[src/rtl/monociclo_trace_pkg.sv]
// rtl/monociclo_trace_pkg.sv - shared types and constants for the monociclo run/trace controller
package monociclo_trace_pkg;

    typedef enum logic [1:0] {
        TRC_IDLE = 2'd0,
        TRC_RST  = 2'd1,
        TRC_RUN  = 2'd2,
        TRC_DONE = 2'd3
    } trc_state_t;

    localparam logic TRC_MODE_ALL = 1'b0;
    localparam logic TRC_MODE_CHG = 1'b1;

    localparam int TRC_DATA_W = 32;
    localparam int TRC_DEPTH  = 16;
    localparam int TRC_TS_W   = 16;

endpackage

[src/rtl/monociclo_trace_if.sv]
// rtl/monociclo_trace_if.sv - control, core and trace-read signals of the controller (MONOCICLO_TRACE_TS_EN adds rd_ts_o)
interface monociclo_trace_if #(
    parameter int DATA_W = 32,
    parameter int DEPTH  = 16,
    parameter int CNT_W  = 16
);
    localparam int AW = $clog2(DEPTH);

    logic              start_i;
    logic              mode_i;
    logic [DATA_W-1:0] core_out_i;
    logic              core_rst_no;
    logic              busy_o;
    logic              done_o;
    logic [CNT_W-1:0]  cycle_o;
    logic [AW:0]       count_o;
    logic              overflow_o;
    logic [AW-1:0]     rd_idx_i;
    logic [DATA_W-1:0] rd_data_o;
`ifdef MONOCICLO_TRACE_TS_EN
    logic [15:0]       rd_ts_o;
`endif

    modport master (
        output start_i, mode_i, core_out_i, rd_idx_i,
        input  core_rst_no, busy_o, done_o, cycle_o, count_o, overflow_o, rd_data_o
`ifdef MONOCICLO_TRACE_TS_EN
        , rd_ts_o
`endif
    );

    modport slave (
        input  start_i, mode_i, core_out_i, rd_idx_i,
        output core_rst_no, busy_o, done_o, cycle_o, count_o, overflow_o, rd_data_o
`ifdef MONOCICLO_TRACE_TS_EN
        , rd_ts_o
`endif
    );

endinterface

[src/rtl/monociclo_trace_ctrl_ring.sv]
// rtl/monociclo_trace_ctrl_ring.sv - circular trace buffer with oldest-relative registered read
module trace_ring #(
    parameter int WORD_W = 32,
    parameter int DEPTH  = 16,
    localparam int AW    = $clog2(DEPTH)
) (
    input  logic              clk,
    input  logic              rst,
    input  logic              clr,
    input  logic              wr_en,
    input  logic [WORD_W-1:0] wr_data,
    input  logic [AW-1:0]     rd_idx,
    output logic [WORD_W-1:0] rd_data,
    output logic [AW:0]       count,
    output logic              overflow
);

    logic [WORD_W-1:0] mem [DEPTH];
    logic [AW-1:0]     wp;
    logic [AW-1:0]     rd_addr;
    logic              full;

    assign full    = (count == (AW+1)'(DEPTH));
    // When full, count's low bits are zero so wp itself is the oldest slot.
    assign rd_addr = wp - count[AW-1:0] + rd_idx;

    always_ff @(posedge clk or posedge rst) begin
        if (rst) begin
            wp       <= '0;
            count    <= '0;
            overflow <= 1'b0;
        end else if (clr) begin
            wp       <= '0;
            count    <= '0;
            overflow <= 1'b0;
        end else if (wr_en) begin
            wp <= wp + 1'b1;
            if (full) begin
                overflow <= 1'b1;
            end else begin
                count <= count + 1'b1;
            end
        end
    end

    always_ff @(posedge clk) begin
        if (wr_en) begin
            mem[wp] <= wr_data;
        end
    end

    always_ff @(posedge clk or posedge rst) begin
        if (rst) begin
            rd_data <= '0;
        end else if ({1'b0, rd_idx} < count) begin
            rd_data <= mem[rd_addr];
        end else begin
            rd_data <= '0;
        end
    end

endmodule

[src/rtl/monociclo_trace_ctrl.sv]
// rtl/monociclo_trace_ctrl.sv - core reset sequencer, bounded run and trace capture (MONOCICLO_TRACE_TS_EN adds timestamps)
module monociclo_trace_ctrl
    import monociclo_trace_pkg::*;
#(
    parameter int DATA_W     = TRC_DATA_W,
    parameter int DEPTH      = TRC_DEPTH,
    parameter int RST_CYCLES = 2,
    parameter int MAX_CYCLES = 60,
    parameter int CNT_W      = 16
) (
    input  logic                 clk_i,
    input  logic                 rst_i,
    monociclo_trace_if.slave     bus
);

    localparam int AW = $clog2(DEPTH);
    localparam int RW = $clog2(RST_CYCLES + 1);
`ifdef MONOCICLO_TRACE_TS_EN
    localparam int WORD_W = DATA_W + TRC_TS_W;
`else
    localparam int WORD_W = DATA_W;
`endif

    trc_state_t        state, state_nxt;
    logic [RW-1:0]     rst_cnt;
    logic [CNT_W-1:0]  cycle;
    logic              mode_q;
    logic [DATA_W-1:0] last;
    logic              last_vld;
    logic              start_ok;
    logic              wr_en;
    logic [WORD_W-1:0] wr_data;
    logic [WORD_W-1:0] ring_rd;
    logic [AW:0]       ring_count;
    logic              ring_ovf;

    assign start_ok = bus.start_i && (state == TRC_IDLE || state == TRC_DONE);

    always_ff @(posedge clk_i or posedge rst_i) begin
        if (rst_i) begin
            state <= TRC_IDLE;
        end else begin
            state <= state_nxt;
        end
    end

    always_comb begin
        state_nxt = state;
        case (state)
            TRC_IDLE, TRC_DONE: if (start_ok) state_nxt = TRC_RST;
            TRC_RST:  if (rst_cnt == RW'(RST_CYCLES - 1)) state_nxt = TRC_RUN;
            TRC_RUN:  if (cycle == CNT_W'(MAX_CYCLES - 1)) state_nxt = TRC_DONE;
            default:  state_nxt = TRC_IDLE;
        endcase
    end

    always_comb begin
        bus.core_rst_no = 1'b0;
        bus.busy_o      = 1'b0;
        bus.done_o      = 1'b0;
        case (state)
            TRC_RST:  bus.busy_o = 1'b1;
            TRC_RUN: begin
                bus.busy_o      = 1'b1;
                bus.core_rst_no = 1'b1;
            end
            TRC_DONE: bus.done_o = 1'b1;
            default:  ;
        endcase
    end

    always_ff @(posedge clk_i or posedge rst_i) begin
        if (rst_i) begin
            rst_cnt  <= '0;
            cycle    <= '0;
            mode_q   <= TRC_MODE_ALL;
            last     <= '0;
            last_vld <= 1'b0;
        end else begin
            if (start_ok) begin
                rst_cnt  <= '0;
                cycle    <= '0;
                mode_q   <= bus.mode_i;
                last_vld <= 1'b0;
            end
            if (state == TRC_RST) begin
                rst_cnt <= rst_cnt + 1'b1;
            end
            if (state == TRC_RUN) begin
                cycle    <= cycle + 1'b1;
                last     <= bus.core_out_i;
                last_vld <= 1'b1;
            end
        end
    end

    // Change mode compares against the previous sample, written or not.
    assign wr_en = (state == TRC_RUN) &&
                   (mode_q == TRC_MODE_ALL || !last_vld || bus.core_out_i != last);

`ifdef MONOCICLO_TRACE_TS_EN
    assign wr_data = {TRC_TS_W'(cycle), bus.core_out_i};
`else
    assign wr_data = bus.core_out_i;
`endif

    trace_ring #(
        .WORD_W (WORD_W),
        .DEPTH  (DEPTH)
    ) u_ring (
        .clk      (clk_i),
        .rst      (rst_i),
        .clr      (start_ok),
        .wr_en    (wr_en),
        .wr_data  (wr_data),
        .rd_idx   (bus.rd_idx_i),
        .rd_data  (ring_rd),
        .count    (ring_count),
        .overflow (ring_ovf)
    );

    assign bus.cycle_o    = cycle;
    assign bus.count_o    = ring_count;
    assign bus.overflow_o = ring_ovf;
    assign bus.rd_data_o  = ring_rd[DATA_W-1:0];
`ifdef MONOCICLO_TRACE_TS_EN
    assign bus.rd_ts_o    = ring_rd[WORD_W-1:DATA_W];
`endif

endmodule

[src/flat_wrapper.sv]
// flat-port wrapper written by rule: the top's interface ports become plain ports
module monociclo_trace_ctrl_flat import monociclo_trace_pkg::*;
#(
    parameter int DATA_W     = TRC_DATA_W,
    parameter int DEPTH      = TRC_DEPTH,
    parameter int RST_CYCLES = 2,
    parameter int MAX_CYCLES = 60,
    parameter int CNT_W      = 16
)
  (clk_i, rst_i, bus_start_i, bus_mode_i, bus_core_out_i, bus_rd_idx_i, bus_core_rst_no, bus_busy_o, bus_done_o, bus_cycle_o, bus_count_o, bus_overflow_o, bus_rd_data_o);
  monociclo_trace_if #(.DATA_W(DATA_W), .DEPTH(DEPTH), .CNT_W(CNT_W)) bus_i ();
  input  logic clk_i;
  input  logic rst_i;
  input wire logic [$bits(bus_i.start_i)-1:0] bus_start_i;
  input wire logic [$bits(bus_i.mode_i)-1:0] bus_mode_i;
  input wire logic [$bits(bus_i.core_out_i)-1:0] bus_core_out_i;
  input wire logic [$bits(bus_i.rd_idx_i)-1:0] bus_rd_idx_i;
  output wire logic [$bits(bus_i.core_rst_no)-1:0] bus_core_rst_no;
  output wire logic [$bits(bus_i.busy_o)-1:0] bus_busy_o;
  output wire logic [$bits(bus_i.done_o)-1:0] bus_done_o;
  output wire logic [$bits(bus_i.cycle_o)-1:0] bus_cycle_o;
  output wire logic [$bits(bus_i.count_o)-1:0] bus_count_o;
  output wire logic [$bits(bus_i.overflow_o)-1:0] bus_overflow_o;
  output wire logic [$bits(bus_i.rd_data_o)-1:0] bus_rd_data_o;
  assign bus_i.start_i = bus_start_i;
  assign bus_i.mode_i = bus_mode_i;
  assign bus_i.core_out_i = bus_core_out_i;
  assign bus_i.rd_idx_i = bus_rd_idx_i;
  assign bus_core_rst_no = bus_i.core_rst_no;
  assign bus_busy_o = bus_i.busy_o;
  assign bus_done_o = bus_i.done_o;
  assign bus_cycle_o = bus_i.cycle_o;
  assign bus_count_o = bus_i.count_o;
  assign bus_overflow_o = bus_i.overflow_o;
  assign bus_rd_data_o = bus_i.rd_data_o;
  monociclo_trace_ctrl #(.DATA_W(DATA_W), .DEPTH(DEPTH), .RST_CYCLES(RST_CYCLES), .MAX_CYCLES(MAX_CYCLES), .CNT_W(CNT_W)) u_core (.clk_i(clk_i), .rst_i(rst_i), .bus(bus_i));
endmodule
[config.mk]
export PLATFORM = sky130hd
export DESIGN_NAME = monociclo_trace_ctrl_flat
export DESIGN_NICKNAME = d
export VERILOG_FILES = /design/src/rtl/monociclo_trace_pkg.sv /design/src/rtl/monociclo_trace_if.sv /design/src/rtl/monociclo_trace_ctrl_ring.sv /design/src/rtl/monociclo_trace_ctrl.sv /design/src/flat_wrapper.sv
export SDC_FILE = /design/constraint.sdc
export NUM_CORES = 1
export LEC_CHECK = 0
export CELL_PAD_IN_SITES_DETAIL_PLACEMENT = 0
export CELL_PAD_IN_SITES_GLOBAL_PLACEMENT = 1
export CORE_MARGIN = 2
export CORE_UTILIZATION = 40
export CTS_BUF_LIST = sky130_fd_sc_hd__clkbuf_4
export CTS_CLUSTER_SIZE = 24
export DETAILED_ROUTE_END_ITERATION = 12
export PLACE_DENSITY_LB_ADDON = 0.25
export REMOVE_ABC_BUFFERS = 1
export SLEW_MARGIN = 20
export SYNTH_ARGS = -nofsm -noshare
export SYNTH_HDL_FRONTEND = slang
export SYNTH_SLANG_ARGS = --single-unit
[constraint.sdc]
create_clock -name clk_i -period 5.6 [get_ports clk_i]
set_input_delay 0.84 -clock clk_i [delete_from_list [all_inputs] [get_ports clk_i]]
set_output_delay 0.84 -clock clk_i [all_outputs]
set_load 0.02 [all_outputs]
==> results.yml <==
detailed_routing:
  vias_per_cell: 5.21
  drtAntennaViolNets: 0
  drt_iter0_markers: 684
  drt_first_pass_iters: 9
  post_drt_wl_per_cell_um: 22.5
  vias: 12195
  wl_mm: 52.6
  drc: 8
cells_and_area:
  fin_cells: 2341
  layout-drive-gt1-share: 0.312
  nets: 1493
  area_growth_pct: 18.2
  fin_area_um2: 28300
  final_core_util: 0.479
  fillers: 5025
grt:
  overflow: 0
  grt_pass1_wl_mm: 79.6
  track_usage: 0.175
  antenna_found_initial: 3
  grt_pass1_vias: 13078
  grt_max_degree: 65
sta:
  post-route-period-util: 0.653
  finalMaxSlewViolations: 0
  setup_ws_ns: 1.94
  setup_viol: 0
  tightest_slew_ns: 0.916
  hold_violations: 0
  layout_min_cycle_time_ns: 3.66
  slew_headroom: 0.388
  fin_worst_skew_ns: 0.0417
  rsz0062_at_grt: "no"
  hold_slack_ns: 0.343
  timing.setup.tns_ns: 0
  timing.fmax_mhz: 273
placement:
  dp.cells: 2044
  post-dp-hpwl_mm: 27.8
  pre_cts_slack_ns: 1.02
  gp_congestion: 0.721
  port_buffers: 96
  place_area_um2: 26100
critical_path:
  worst-setup-path-type: "reg2reg"
  cp.arrival_ns: 4.46
  crit_path_end_kind: "register"
  startpoint_type: "register"
  critPathMaxFanout: 28
  crit_required_ns: 6.41
pwr:
  peakVddDrop_v: 0.000202
  power_density_nw_per_um2: 343
  p_leak_nw: 9.74
  power_mw: 9.71
floorplan:
  chipWidth_um: 249
  die_area_um2: 61900
  start_util: 0.405
  core_um2: 59100
  fp.dieH_um: 249
  fp-row-count: 89
  io_pins: 97
synth:
  ys_seq_area_frac: 0.742
  synth_area_leaders: "edfxtp_1, mux4_2, dfrtp_1"
  synth_common_cells: "edfxtp_1, mux4_2, dfrtp_1"
  synth_top_flop_cell: "edfxtp_1"
  ys_types: 42
  ys_seq_elements: 608
  synth-async-reset-ratio: 0.158
  synthesis.area_um2: 24000
  postSynthAreaPerCell_um2: 20.1
  yosysTopAreaCell: "edfxtp_1"
  synth-warning-count: 0
  syn_inst: 1193
  synth_top_area_share: 0.642
  synth_most_common_cell: "edfxtp_1"
  synth-edff-count: 512
clock_tree:
  postCtsResizedCells: 0
  post-cts-setup-buffer-count: 0
  cts_sinks: 608
  clk_latency_ns: 0.98
  cts_buffers: 158
  cts-htree-levels: 4
  cts_buffer_depth: 3
  path_clk_slew_ns: 0.07
  cts_hold_buf: 0
  cts_tree: "built"
  cts_root_buffer: "clkbuf_4"
run_status:
  status: "finished, violations left"
  violations: "design-rule violations"
worst_hold_path:
  hold_path_class: "in2async"
flow_run:
  cap_violations: 0
logic make-up after synthesis:
| family | synth area share |
|---|---|
| flops | 0.742 |
| mux | 0.153 |
| simple gates | 0.0309 |
| compound gates | 0.0297 |
| buf+inv | 0.0163 |
| xor+xnor | 0.0157 |
| fa+ha+maj | 0.0124 |
state kept, by name, summed over array words and instances (netlist names):
signal                  cells
u_core.u_ring.rd_data      32
u_core.u_ring.wp            4
u_core.last                32
u_core.u_ring.mem         512
u_core.rst_cnt              2
u_core.bus.cycle_o         16
u_core.u_ring.overflow      1
u_core.last_vld             1
u_core.state                2
u_core.u_ring.count         5
u_core.mode_q               1
cells in the final DEF, fill, tap and decap left out, drive strengths merged, types with 3 or more instances in the layout:
| master | n |
|---|---|
| bufinv | 6 |
| buf | 44 |
| dfrtp | 96 |
| a211oi | 64 |
| inv | 24 |
| nor4 | 6 |
| xor2 | 20 |
| mux4 | 128 |
| nor3 | 3 |
| diode | 5 |
| a21o | 5 |
| xnor2 | 22 |
| nor2 | 11 |
| o21ai | 14 |
| o31ai | 4 |
| nand3 | 17 |
| and3 | 7 |
| edfxtp | 512 |
| a21oi | 9 |
| nor4b | 6 |
| fa | 3 |
| clkinv | 41 |
| ha | 19 |
| clkbuf | 239 |
| or3 | 4 |
| clkdlybuf4s50 | 96 |
| mux2i | 41 |
| o211ai | 3 |
| nand4 | 7 |
| nand2 | 33 |
| mux2 | 33 |
| nor2b | 34 |
worst max-delay path: stages, from the launching register on:
cell	delay (ns)
dfrtp_1	0.47
fa_1	0.56
inv_1	0.07
fa_4	1.12
buf_4	0.43
mux4_2	0.34
nor2b_1	0.15
a211oi_1	0.25
a211oi_1	0.08
path summary, 6_finish.rpt:
check	from	endpoint	slack, ns	depth (start not counted)
max	u_core.u_ring.count[1]	u_core.u_ring.rd_data[6]	1.94	8
min	rst_i	u_core.u_ring.rd_data[3]	0.34	2
max reg2reg	u_core.u_ring.count[1]	u_core.u_ring.rd_data[6]	1.94	8
min reg2reg	u_core.mode_q	u_core.mode_q	0.48	2
max in group asynchronous	rst_i	u_core.u_ring.rd_data[10]	4.13	3
min in group clk_i	bus_mode_i	u_core.mode_q	0.40	3
metal layers:
layer / up-vias / track usage / wire length, µm
met5: - / 0 / 8
met4: 2 / 0.0625 / 987
met3: 88 / 0.0498 / 2590
met2: 308 / 0.274 / 25200
met1: 6374 / 0.235 / 23800
li1: 5423 / - / -
power breakdown:
group	internal, mW	leakage, nW	switching, mW
Clock	2.23	1.28	1.80
Sequential	4.98	5.75	0.0392
Combinational	0.301	2.71	0.348
area by class of cell:
cell class / instances / area (µm²) / area share
antenna: 5 / 12.5 / 0.000442
clock buffer: 239 / 1790 / 0.0634
clock inverter: 53 / 372 / 0.0131
inverter: 20 / 80.1 / 0.00283
multi-input combinational: 503 / 5940 / 0.210
sequential: 608 / 17800 / 0.628
tap: 773 / 967 / 0.0342
timing repair buffer: 140 / 1380 / 0.0487
No activity file was read; power rests on OpenSTA's default activity.
